**src/rtl/vram_arbiter.sv**
```systemverilog
// Purpose : arbitrates one single-port tile RAM between display fetch (priority) and CPU access.
// Latency : RAM port registered one cycle after grant; read data returned two cycles after grant.
// Backpres: req/gnt handshake; display wins unless the CPU has waited MAX_WAIT cycles.
module vram_arbiter #(
    parameter int ADDR_W   = 10,
    parameter int DATA_W   = 8,
    parameter int MAX_WAIT = 4
) (
    input  logic              clk,
    input  logic              reset,

    input  logic              disp_req,
    input  logic [ADDR_W-1:0] disp_addr,
    output logic              disp_gnt,
    output logic [DATA_W-1:0] disp_rdata,
    output logic              disp_rvalid,
    output logic              disp_miss,

    input  logic              cpu_req,
    input  logic              cpu_we,
    input  logic [ADDR_W-1:0] cpu_addr,
    input  logic [DATA_W-1:0] cpu_wdata,
    output logic              cpu_gnt,
    output logic [DATA_W-1:0] cpu_rdata,
    output logic              cpu_rvalid,

    output logic [ADDR_W-1:0] ram_addr,
    output logic              ram_we,
    output logic [DATA_W-1:0] ram_wdata,
    input  logic [DATA_W-1:0] ram_rdata
);

    // Starvation threshold in the counter's own width (legal range 1..15).
    localparam logic [3:0] MAX_WAIT_C = 4'(MAX_WAIT);

    // Owner tag carried alongside each in-flight read.
    typedef enum logic {
        OWN_DISP = 1'b0,
        OWN_CPU  = 1'b1
    } owner_e;

    // Starvation counter.
    logic [3:0]        wait_q;
    logic [3:0]        wait_d;

    // Arbitration results for the current cycle.
    logic              force_c;
    logic              disp_gnt_c;
    logic              cpu_gnt_c;
    logic              disp_miss_c;

    // Accepted transfer, selected from the winning requester.
    logic              xfer_vld_c;
    logic [ADDR_W-1:0] xfer_addr_c;
    logic              xfer_we_c;
    logic              rd_vld_c;
    owner_e            rd_own_c;

    // Registered RAM port.
    logic [ADDR_W-1:0] ram_addr_q;
    logic              ram_we_q;
    logic [DATA_W-1:0] ram_wdata_q;

    // Read pipeline stage 1: a read is on the RAM port this cycle.
    logic              rd1_vld_q;
    owner_e            rd1_own_q;

    // Read pipeline stage 2: returned data per owner.
    logic              disp_rvalid_q;
    logic [DATA_W-1:0] disp_rdata_q;
    logic              cpu_rvalid_q;
    logic [DATA_W-1:0] cpu_rdata_q;

    // Grant decision: display has priority except when the CPU has hit its wait limit.
    // Force is qualified by cpu_req so a vanished CPU request never costs the display a slot.
    // Grants are gated by reset so nothing is offered while the block is held in reset.
    always_comb begin
        force_c     = (wait_q == MAX_WAIT_C) && cpu_req;
        disp_gnt_c  = reset && disp_req && !force_c;
        cpu_gnt_c   = reset && cpu_req && (!disp_req || force_c);
        disp_miss_c = reset && disp_req && force_c;
    end

    // Next wait count: grows while the CPU is held off, otherwise restarts from zero.
    always_comb begin
        wait_d = 4'd0;
        if (cpu_req && !cpu_gnt_c) begin
            wait_d = wait_q + 4'd1;
        end
    end

    // Select the transfer that will be launched onto the RAM port at the next edge.
    always_comb begin
        xfer_vld_c  = disp_gnt_c || cpu_gnt_c;
        xfer_addr_c = cpu_gnt_c ? cpu_addr : disp_addr;
        xfer_we_c   = cpu_gnt_c && cpu_we;
        rd_vld_c    = xfer_vld_c && !xfer_we_c;
        rd_own_c    = cpu_gnt_c ? OWN_CPU : OWN_DISP;
    end

    // Wait counter register.
    always_ff @(posedge clk or negedge reset) begin
        if (!reset) begin
            wait_q <= 4'd0;
        end else begin
            wait_q <= wait_d;
        end
    end

    // RAM port: launch the accepted transfer; address and write data hold when idle.
    always_ff @(posedge clk or negedge reset) begin
        if (!reset) begin
            ram_addr_q  <= '0;
            ram_we_q    <= 1'b0;
            ram_wdata_q <= '0;
        end else begin
            ram_we_q <= xfer_we_c;
            if (xfer_vld_c) begin
                ram_addr_q <= xfer_addr_c;
            end
            if (xfer_we_c) begin
                ram_wdata_q <= cpu_wdata;
            end
        end
    end

    // Read pipeline stage 1: remember whether a read is on the port and who owns it.
    always_ff @(posedge clk or negedge reset) begin
        if (!reset) begin
            rd1_vld_q <= 1'b0;
            rd1_own_q <= OWN_DISP;
        end else begin
            rd1_vld_q <= rd_vld_c;
            rd1_own_q <= rd_own_c;
        end
    end

    // Read pipeline stage 2: capture RAM data into the owner's return register for one cycle.
    always_ff @(posedge clk or negedge reset) begin
        if (!reset) begin
            disp_rvalid_q <= 1'b0;
            disp_rdata_q  <= '0;
            cpu_rvalid_q  <= 1'b0;
            cpu_rdata_q   <= '0;
        end else begin
            disp_rvalid_q <= rd1_vld_q && (rd1_own_q == OWN_DISP);
            cpu_rvalid_q  <= rd1_vld_q && (rd1_own_q == OWN_CPU);
            if (rd1_vld_q && (rd1_own_q == OWN_DISP)) begin
                disp_rdata_q <= ram_rdata;
            end
            if (rd1_vld_q && (rd1_own_q == OWN_CPU)) begin
                cpu_rdata_q <= ram_rdata;
            end
        end
    end

    assign disp_gnt    = disp_gnt_c;
    assign cpu_gnt     = cpu_gnt_c;
    assign disp_miss   = disp_miss_c;
    assign ram_addr    = ram_addr_q;
    assign ram_we      = ram_we_q;
    assign ram_wdata   = ram_wdata_q;
    assign disp_rvalid = disp_rvalid_q;
    assign disp_rdata  = disp_rdata_q;
    assign cpu_rvalid  = cpu_rvalid_q;
    assign cpu_rdata   = cpu_rdata_q;

endmodule
```
**config.mk**
```make
export PLATFORM = sky130hd
export DESIGN_NAME = vram_arbiter
export DESIGN_NICKNAME = d
export VERILOG_FILES = /design/src/rtl/vram_arbiter.sv
export SDC_FILE = /design/constraint.sdc
export NUM_CORES = 1
export LEC_CHECK = 0
export BUFFER_PORTS_ARGS = -buffer_cell sky130_fd_sc_hd__buf_2
export CORE_UTILIZATION = 45
export DETAILED_ROUTE_END_ITERATION = 7
export PLACE_DENSITY_LB_ADDON = 0.25
export SLEW_MARGIN = 10
export SYNTH_ARGS = -nofsm -noshare
export SYNTH_HDL_FRONTEND = slang
export SYNTH_SLANG_ARGS = --single-unit
```
**constraint.sdc**
```tcl
create_clock -name clk -period 4.53 [get_ports clk]
set_clock_uncertainty 0.2 [all_clocks]
set_input_delay 1.359 -clock clk [delete_from_list [all_inputs] [get_ports clk]]
set_output_delay 1.359 -clock clk [all_outputs]
set_load 0.005 [all_outputs]
```
==> results of run 1 <==
[metrics by stage]
| stage | setup WS [ns] | utilization | instances | total power, mW | area, µm² |
|---|---|---|---|---|---|
| global route | 0.757 | 0.619 | 251 | 0.944 | 2300 |
| global placement | 0.882 | 0.596 | 243 | 0.662 | 2210 |
| CTS | 0.834 | 0.619 | 251 | 0.905 | 2300 |
| floorplan | 1.14 | - | 120 | 0.570 | 1780 |
| finish | 0.825 | 0.619 | 251 | 0.891 | 2300 |
| detailed placement | 0.841 | 0.596 | 243 | 0.674 | 2210 |
[critical path, stage by stage]
cell and delay, ns:
sky130_fd_sc_hd__buf_2 0.13, sky130_fd_sc_hd__inv_1 0.34, sky130_fd_sc_hd__o211a_1 0.22, sky130_fd_sc_hd__buf_2 0.10
[where the power goes]
part	internal (mW)	switching, mW
clock	0.108	0.121
sequential	0.448	0.0329
combinational	0.107	0.0760
total	0.662	0.230
[final cells by class]
class | instances | share of cell area
Clock inverter | 2 | 0.00544
Sequential cell | 43 | 0.468
Multi-Input combinational cell | 65 | 0.280
Clock buffer | 6 | 0.0316
Inverter | 5 | 0.00816
Tap cell | 48 | 0.0261
Timing Repair Buffer | 82 | 0.181
[cell usage in the layout, fill, tap and decap left out, drive strengths merged]
master    instances
nand2             2
clkinv            1
xor2              1
mux2             24
clkbuf            6
nand3b            1
nand3             3
nor3              3
nor3b             1
clkinvlp          1
dfrtp            43
o21ai             1
nand2b            1
a221o            10
o2111a           10
nor2              2
a21oi             2
buf              82
xnor2             1
ha                2
inv               5
o211a             1
[worst paths after layout]
kind / to / from / cells past startpoint
worst min register to register: ram_wdata[5]$_DFFE_PN0P_ / ram_wdata[5]$_DFFE_PN0P_ / 1
worst min-delay path: ram_wdata[5]$_DFFE_PN0P_ / ram_wdata[5]$_DFFE_PN0P_ / 1
min in group asynchronous: ram_addr[2]$_DFFE_PN0P_ / reset / 1
worst max register to register: ram_wdata[2]$_DFFE_PN0P_ / wait_q[0]$_DFF_PN0_ / 5
max in group asynchronous: ram_we$_DFF_PN0_ / reset / 2
worst max-delay path: disp_gnt / cpu_req / 4
[metal layers]
layer,vias up,global-route usage,wire length (µm)
li1,616,-,-
met1,654,0.254,1600
met2,54,0.314,1810
met3,2,0.0546,230
met4,0,0.0667,29
met5,-,0,0
[state kept, by name, summed over array words and instances, names as in the netlist]
name and flops:
ram_we 1, cpu_rvalid 1, rd1_own_q 1, cpu_rdata 8, disp_rvalid 1, disp_rdata 8, rd1_vld_q 1, wait_q 4
ram_addr 10, ram_wdata 8
[cell families (layout without fill, tap and decap cells)]
logic type      count (synthesis)  after routing  share of synthesized area
flops                          43             43                      0.604
compound gates                 24             24                      0.142
mux                            24             24                      0.152
simple gates                   13             13                     0.0442
buf+inv                        12             95                     0.0344
fa+ha+maj                       2              2                     0.0140
xor+xnor                        2              2                    0.00983
==> summary.md, run 1 <==
| Metric | Value |
|---|---|
| Kind of start point of the critical path | input port |
| Crit-path max FO | 15 |
| Number of cells upsized or downsized after cts | 0 |
| Half-perimeter wire length of the detailed placement result | about 2800 µm |
| Final worst path period share | 0.818 |
| Count of unresolved DRC violations after routing | 0 |
| Leakage | ~1.2 nW |
| Pin count of the biggest net entering global routing | 45 |
| CP Class | input port to output pin |
| Proportion of register bits with asynchronous set or reset after synthesis | 1.00 |
| Initial Util | 0.479 |
| Sequential cell area fraction in the yosys report | 0.604 |
| Pwr Density | 388 nW/µm² |
| Clock insertion delay at the later pin of the skew report | 0.28 ns |
| Total of flip-flops plus latches after synthesis | 43 |
| Antenna Diode Count | 0 |
| Die Wd | 64.9 µm |
| Clk sink count | 43 |
| Leading cell type by number of instances after synthesis | sky130_fd_sc_hd__dfrtp_1 |
| Number of buffers created by CTS | 5 |
| Max-capacitance violation count | 0 |
| Count of endpoints failing hold in the final timing report | 0 |
| Min Clock Period, post-route | 3.70 ns |
| Net count after synthesis | approximately 160 |
| Area used by multi-input combinational logic | 644 µm² |
| Total congestion overflow | 0 |
| Total via count after detailed routing | 1326 |
| Final TNS setup | 0 ns |
| DRC violation total after the first TritonRoute iteration | 39 |
| Worst-path clk slew | around 0.07 ns |
| Count of buffers from port buffering | 80 |
| Top flip-flop cell by instance count after synthesis | sky130_fd_sc_hd__dfrtp_1 |
| Number of buffers added for setup after CTS | 0 |
| Die area | approximately 4200 µm² |
| Worst hold slack | around 0.3 ns |
| Setup crit end kind | output pin |
| Synth-to-layout area growth | 29.1% |
| Count of hold buffers inserted by post-cts repair | 0 |
| Netlist cell types | 23 |
| Final Max Slew Viols | 0 |
| Global-route wire length before repair | between 6000 and 7000 µm |
| Weighted congestion at the end of routability-driven global placement | ~0.73 |
| Number of antenna violations at the first check in global routing | 0 |
| Ratio of cells with drive above 1 in the final layout | 0.571 |
| CP Data Required Time | just under 3 ns |
| RSZ-0062 raised after global routing | no |
| # nets final | 245 |
| Summed instance area of the synthesized netlist | 1780 µm² |
| Level count of the clock H-tree | 2 |
| Area fraction of the dominant cell type after synthesis | 0.604 |
| Avg Inst Size Synth | ~15 µm² |
| Finish-stage setup viols | 0 |
| Area contributors post-synth | sky130_fd_sc_hd__dfrtp_1 (60%), sky130_fd_sc_hd__mux2_2 (15%), sky130_fd_sc_hd__o2111a_1 (6.3%), sky130_fd_sc_hd__a221o_1 (5.6%), sky130_fd_sc_hd__ha_1 (1.4%) |
| Via count of the first global-routing pass | 1269 |
| Arrival time of data at the critical path endpoint | around 2.2 ns |
| Top-Level Pins | just over 80 |
| Peak clock frequency supported by timing | between 200 and 300 MHz |
| Vert. Die Dim | roughly 65 µm |
| Register-to-register setup slack | roughly 2.6 ns |
| CTS root buf | sky130_fd_sc_hd__clkbuf_8 |
| Result of the run | complete, no violations |
| Post-synth top cells | sky130_fd_sc_hd__dfrtp_1 (43), sky130_fd_sc_hd__mux2_2 (24), sky130_fd_sc_hd__a221o_1 (10), sky130_fd_sc_hd__o2111a_1 (10), sky130_fd_sc_hd__inv_1 (5) |
| Clock Path Buffers | 2 |
| Number of warnings issued by yosys | 0 |
| Placeable core region | around 3700 µm² |
| Final Routed Wirelength | approximately 3700 µm |
| Max-Slew Margin vs Limit | 0.453 |
| Hold/Removal Path Class | flop to flop |
| Filler Cell Count | 312 |
| Slew at the pin closest to its max-slew limit | 0.815 ns |
| TritonCTS clock tree | built |
| Placement row count | 22 |
| ANT nets after route | 0 |
| Routed via count divided by cell count | around 5.3 |
| Router iterations before antenna repair | 4 |
| Syn Inst Count | 120 |
| Combined global-route utilization of all metal layers | 0.196 |
| Largest voltage drop on the vdd net | 216 µV |
| Post-synth top area cell | sky130_fd_sc_hd__dfrtp_1 |
| Storage cell area | ~1100 µm² |
| Number of enable-type register cells in the synthesized netlist | 0 |
| Mean routed wirelength per cell | about 15 µm |
No activity file was read; power rests on OpenSTA's default activity.
==> run 2, diff against run 1 <==
--- a/config.mk
+++ b/config.mk
@@ -5,6 +5,7 @@
 export SDC_FILE = /design/constraint.sdc
 export NUM_CORES = 1
 export LEC_CHECK = 0
+export ABC_AREA = 1
 export BUFFER_PORTS_ARGS = -buffer_cell sky130_fd_sc_hd__buf_2
 export CORE_UTILIZATION = 45
 export DETAILED_ROUTE_END_ITERATION = 7
==> constraint.sdc (replaced) <==
create_clock -name clk -period 3.5 [get_ports clk]
set_clock_uncertainty 0.2 [all_clocks]
set_input_delay 1.05 -clock clk [delete_from_list [all_inputs] [get_ports clk]]
set_output_delay 1.05 -clock clk [all_outputs]
set_load 0.005 [all_outputs]
==> run 2 against run 1 <==
Non-clock buffer count rose by 2. Power increased by 31%. Routed wire length increased by 5.5%. Sequential share of layout area decreased by 2.3 points. Critical path type unchanged. Critical path depth grew 4. Clock-buffer cell count rose by 2. Global-route usage down 0.090 points. Combinational power increased by 22%. Highest routed layer unchanged.
==> summary.md, run 2 <==
| Metric | Value |
|---|---|
| Number of buffers added for setup after CTS | 0 |
| Half-perimeter wire length of the detailed placement result | around 3000 µm |
| Mean routed wirelength per cell | around 11 µm |
| Area contributors post-synth | sky130_fd_sc_hd__dfrtp_1 (58%), sky130_fd_sc_hd__nand2_1 (15%), sky130_fd_sc_hd__inv_1 (7.8%), sky130_fd_sc_hd__nand3_1 (5.6%), sky130_fd_sc_hd__o21ai_0 (4.6%) |
| Result of the run | complete, no violations |
| RSZ-0062 raised after global routing | no |
| DRC violation total after the first TritonRoute iteration | 101 |
| Clk sink count | 43 |
| Die Wd | between 60 and 70 µm |
| Kind of start point of the critical path | input port |
| CP Data Required Time | between 2 and 2.5 ns |
| Clock Path Buffers | 2 |
| Avg Inst Size Synth | ~8.4 µm² |
| Vert. Die Dim | around 66 µm |
| Finish-stage setup viols | 0 |
| Area fraction of the dominant cell type after synthesis | 0.576 |
| Synth-to-layout area growth | 29.5% |
| Syn Inst Count | approximately 220 |
| Simple-gate area share of the yosys netlist | 0.249 |
| Net count after synthesis | between 200 and 300 |
| ANT nets after route | 0 |
| Global-route wire length before repair | 6490 µm |
| Weighted congestion at the end of routability-driven global placement | 0.816 |
| Most frequent cells in the layout | sky130_fd_sc_hd__buf_2 (80), sky130_fd_sc_hd__nand2_1 (76), sky130_fd_sc_hd__dfrtp_1 (43) |
| Placed cell count | roughly 350 |
| CP Cell Sequence | buf_2 -> nand2_1 -> inv_1 -> nand2_2 -> nand2_4 -> nand2_4 -> inv_2 -> buf_2 |
| Initial Util | 0.467 |
| Max-capacitance violation count | 0 |
| Clock insertion delay at the later pin of the skew report | ~0.28 ns |
| Post-synth top area cell | sky130_fd_sc_hd__dfrtp_1 |
| Via count of the first global-routing pass | 1575 |
| Max-Slew Margin vs Limit | 0.678 |
| Compound-Gate Fraction of Synth Area | 0.0482 |
| Total of flip-flops plus latches after synthesis | 43 |
| Antenna Diode Count | 0 |
| Summed instance area of the synthesized netlist | roughly 1900 µm² |
| Number of buffers created by CTS | 5 |
| Count of hold buffers inserted by post-cts repair | 0 |
| Total via count after detailed routing | 1634 |
| Count of endpoints failing hold in the final timing report | 0 |
| Number of enable-type register cells in the synthesized netlist | 0 |
| Final Max Slew Viols | 0 |
| TritonCTS clock tree | built |
| Final core utilization | 0.605 |
| Number of antenna violations at the first check in global routing | 0 |
| Commonest non-fill, non-tap cell in the layout | sky130_fd_sc_hd__buf_2 |
| Final worst path period share | 0.888 |
| Count of unresolved DRC violations after routing | 0 |
| CTS root buf | sky130_fd_sc_hd__clkbuf_8 |
| Arrival time of data at the critical path endpoint | around 1.9 ns |
| Sequential cell area fraction in the yosys report | 0.576 |
| Slew at the pin closest to its max-slew limit | 0.481 ns |
| Non-filler cells, final | around 360 |
| Final TNS setup | 0 ns |
| Pwr Density | approximately 480 nW/µm² |
| Level count of the clock H-tree | 2 |
| Top flip-flop cell by instance count after synthesis | sky130_fd_sc_hd__dfrtp_1 |
| Total placed instance area | roughly 2300 µm² |
| Setup crit end kind | output pin |
| Number of cells upsized or downsized after cts | 0 |
| Peak clock frequency supported by timing | 322 MHz |
| Count of buffers from port buffering | 80 |
| Post-synth top cells | sky130_fd_sc_hd__nand2_1 (76), sky130_fd_sc_hd__dfrtp_1 (43), sky130_fd_sc_hd__inv_1 (39) |
| Flip-flop count of the largest register, all copies and words added | 10 |
| Crit-path max FO | 13 |
| Number of warnings issued by yosys | 0 |
| Combined global-route utilization of all metal layers | 0.195 |
| Leakage | 1.49 nW |
| Pin count of the biggest net entering global routing | 36 |
| Proportion of register bits with asynchronous set or reset after synthesis | 1.00 |
| Placeable core region | 4000 µm² |
| Layout Cell Area excl Fill | 2420 µm² |
| Leading cell type by number of instances after synthesis | sky130_fd_sc_hd__nand2_1 |
| Worst stage delay on the critical path | 0.14 ns |
| Xor/xnor cell area share of the yosys netlist | 0.00937 |
| Total congestion overflow | 0 |
| Library cell contributing the largest single delay on the critical path | sky130_fd_sc_hd__nand2_4 |
| Largest voltage drop on the vdd net | roughly 260 µV |
| # nets final | around 350 |
| CP Class | input port to output pin |
| Ratio of cells with drive above 1 in the final layout | 0.322 |
| Share of synthesized area spent on multiplexers | 0 |
| Die area | around 4400 µm² |
| Routed via count divided by cell count | 4.58 |
| Top-Level Pins | 81 |
| Number of buffers and inverters on the critical path | 4 |
| Worst-path clk slew | ~0.070 ns |
| Largest family of logic cells by synthesized area | simple AND/OR/NAND/NOR gates |
| Dominant delay contributor by cell family on the critical path | buffers and inverters |
| Final Routed Wirelength | ~3900 µm |
| Hold/Removal Path Class | flop to flop |
| Netlist cell types | 19 |
| Min Clock Period, post-route | just over 3 ns |
| Adder-cell share of the synthesized area | 0.0134 |
| Placement row count | 23 |
| Router iterations before antenna repair | 5 |
[run 2: changes by cell type in the layout (fill, tap and decap cells not counted), sizes merged, moves of 10 or more]
cell and delta:
a221o -10, inv +36, mux2 -24, nand2 +78, nand3 +18, o2111a -10
o21ai +16
[run 2: path summary, 6_finish.rpt]
kind | startpoint | end | slack [ns] | cells past startpoint
max reg2reg | wait_q[0]$_DFF_PN0_ | ram_wdata[3]$_DFFE_PN0P_ | 1.74 | 11
min reg2reg | ram_wdata[0]$_DFFE_PN0P_ | ram_wdata[0]$_DFFE_PN0P_ | 0.27 | 2
max | cpu_req | cpu_gnt | 0.39 | 8
min in group asynchronous | reset | ram_addr[5]$_DFFE_PN0P_ | 0.53 | 2
max in group asynchronous | reset | disp_rdata[0]$_DFFE_PN0P_ | 2.13 | 2
min | ram_wdata[0]$_DFFE_PN0P_ | ram_wdata[0]$_DFFE_PN0P_ | 0.27 | 2
[run 2: worst min-delay path: cells and delay by family (launching register included)]
kind | cells | cell delay (ns)
DFF | 1 | 0.34
and+or+nand+nor | 2 | 0.09
[run 2: metrics by stage]
stage | power [mW] | setup WS, ns | hold WS [ns]
after global placement | 0.842 | 0.435 | 0.238
after detailed placement | 0.849 | 0.391 | 0.253
after CTS | 1.18 | 0.387 | 0.269
after floorplan | 0.721 | 0.832 | 0.212
final | 1.17 | 0.391 | 0.267
after global routing | 1.25 | 0.317 | 0.293
[run 2: cells by family after synthesis]
| group | Yosys count |
|---|---|
| compound gates | 18 |
| fa+ha+maj | 2 |
| simple gates | 109 |
| xor+xnor | 2 |
| buf+inv | 48 |
| flops | 43 |
[run 2: where the power goes]
part	internal, mW	leakage, nW	total, mW	switching [mW]
clock network	0.180	0.0515	0.333	0.153
logic	0.107	0.903	0.222	0.115
registers	0.573	0.537	0.614	0.0408
total	0.860	1.49	1.17	0.309
[run 2: final cells by class]
type / instances / area [µm²]
well taps: 50 / 62.6
fillers: 363 / 1580
inverters: 41 / 154
flip-flops and latches: 43 / 1080
repair buffers: 84 / 430
clock buffers: 8 / 100
multi-input cells: 131 / 598
[run 2: layer usage]
metal	up-vias	global-route usage	share of wire	routed length [µm]
met1	743	0.225	0.43	1660
met5	-	0	0	0
met3	6	0.0462	0.055	213
met2	56	0.347	0.50	1950
li1	829	-	-	-
met4	0	0.0745	0.014	54
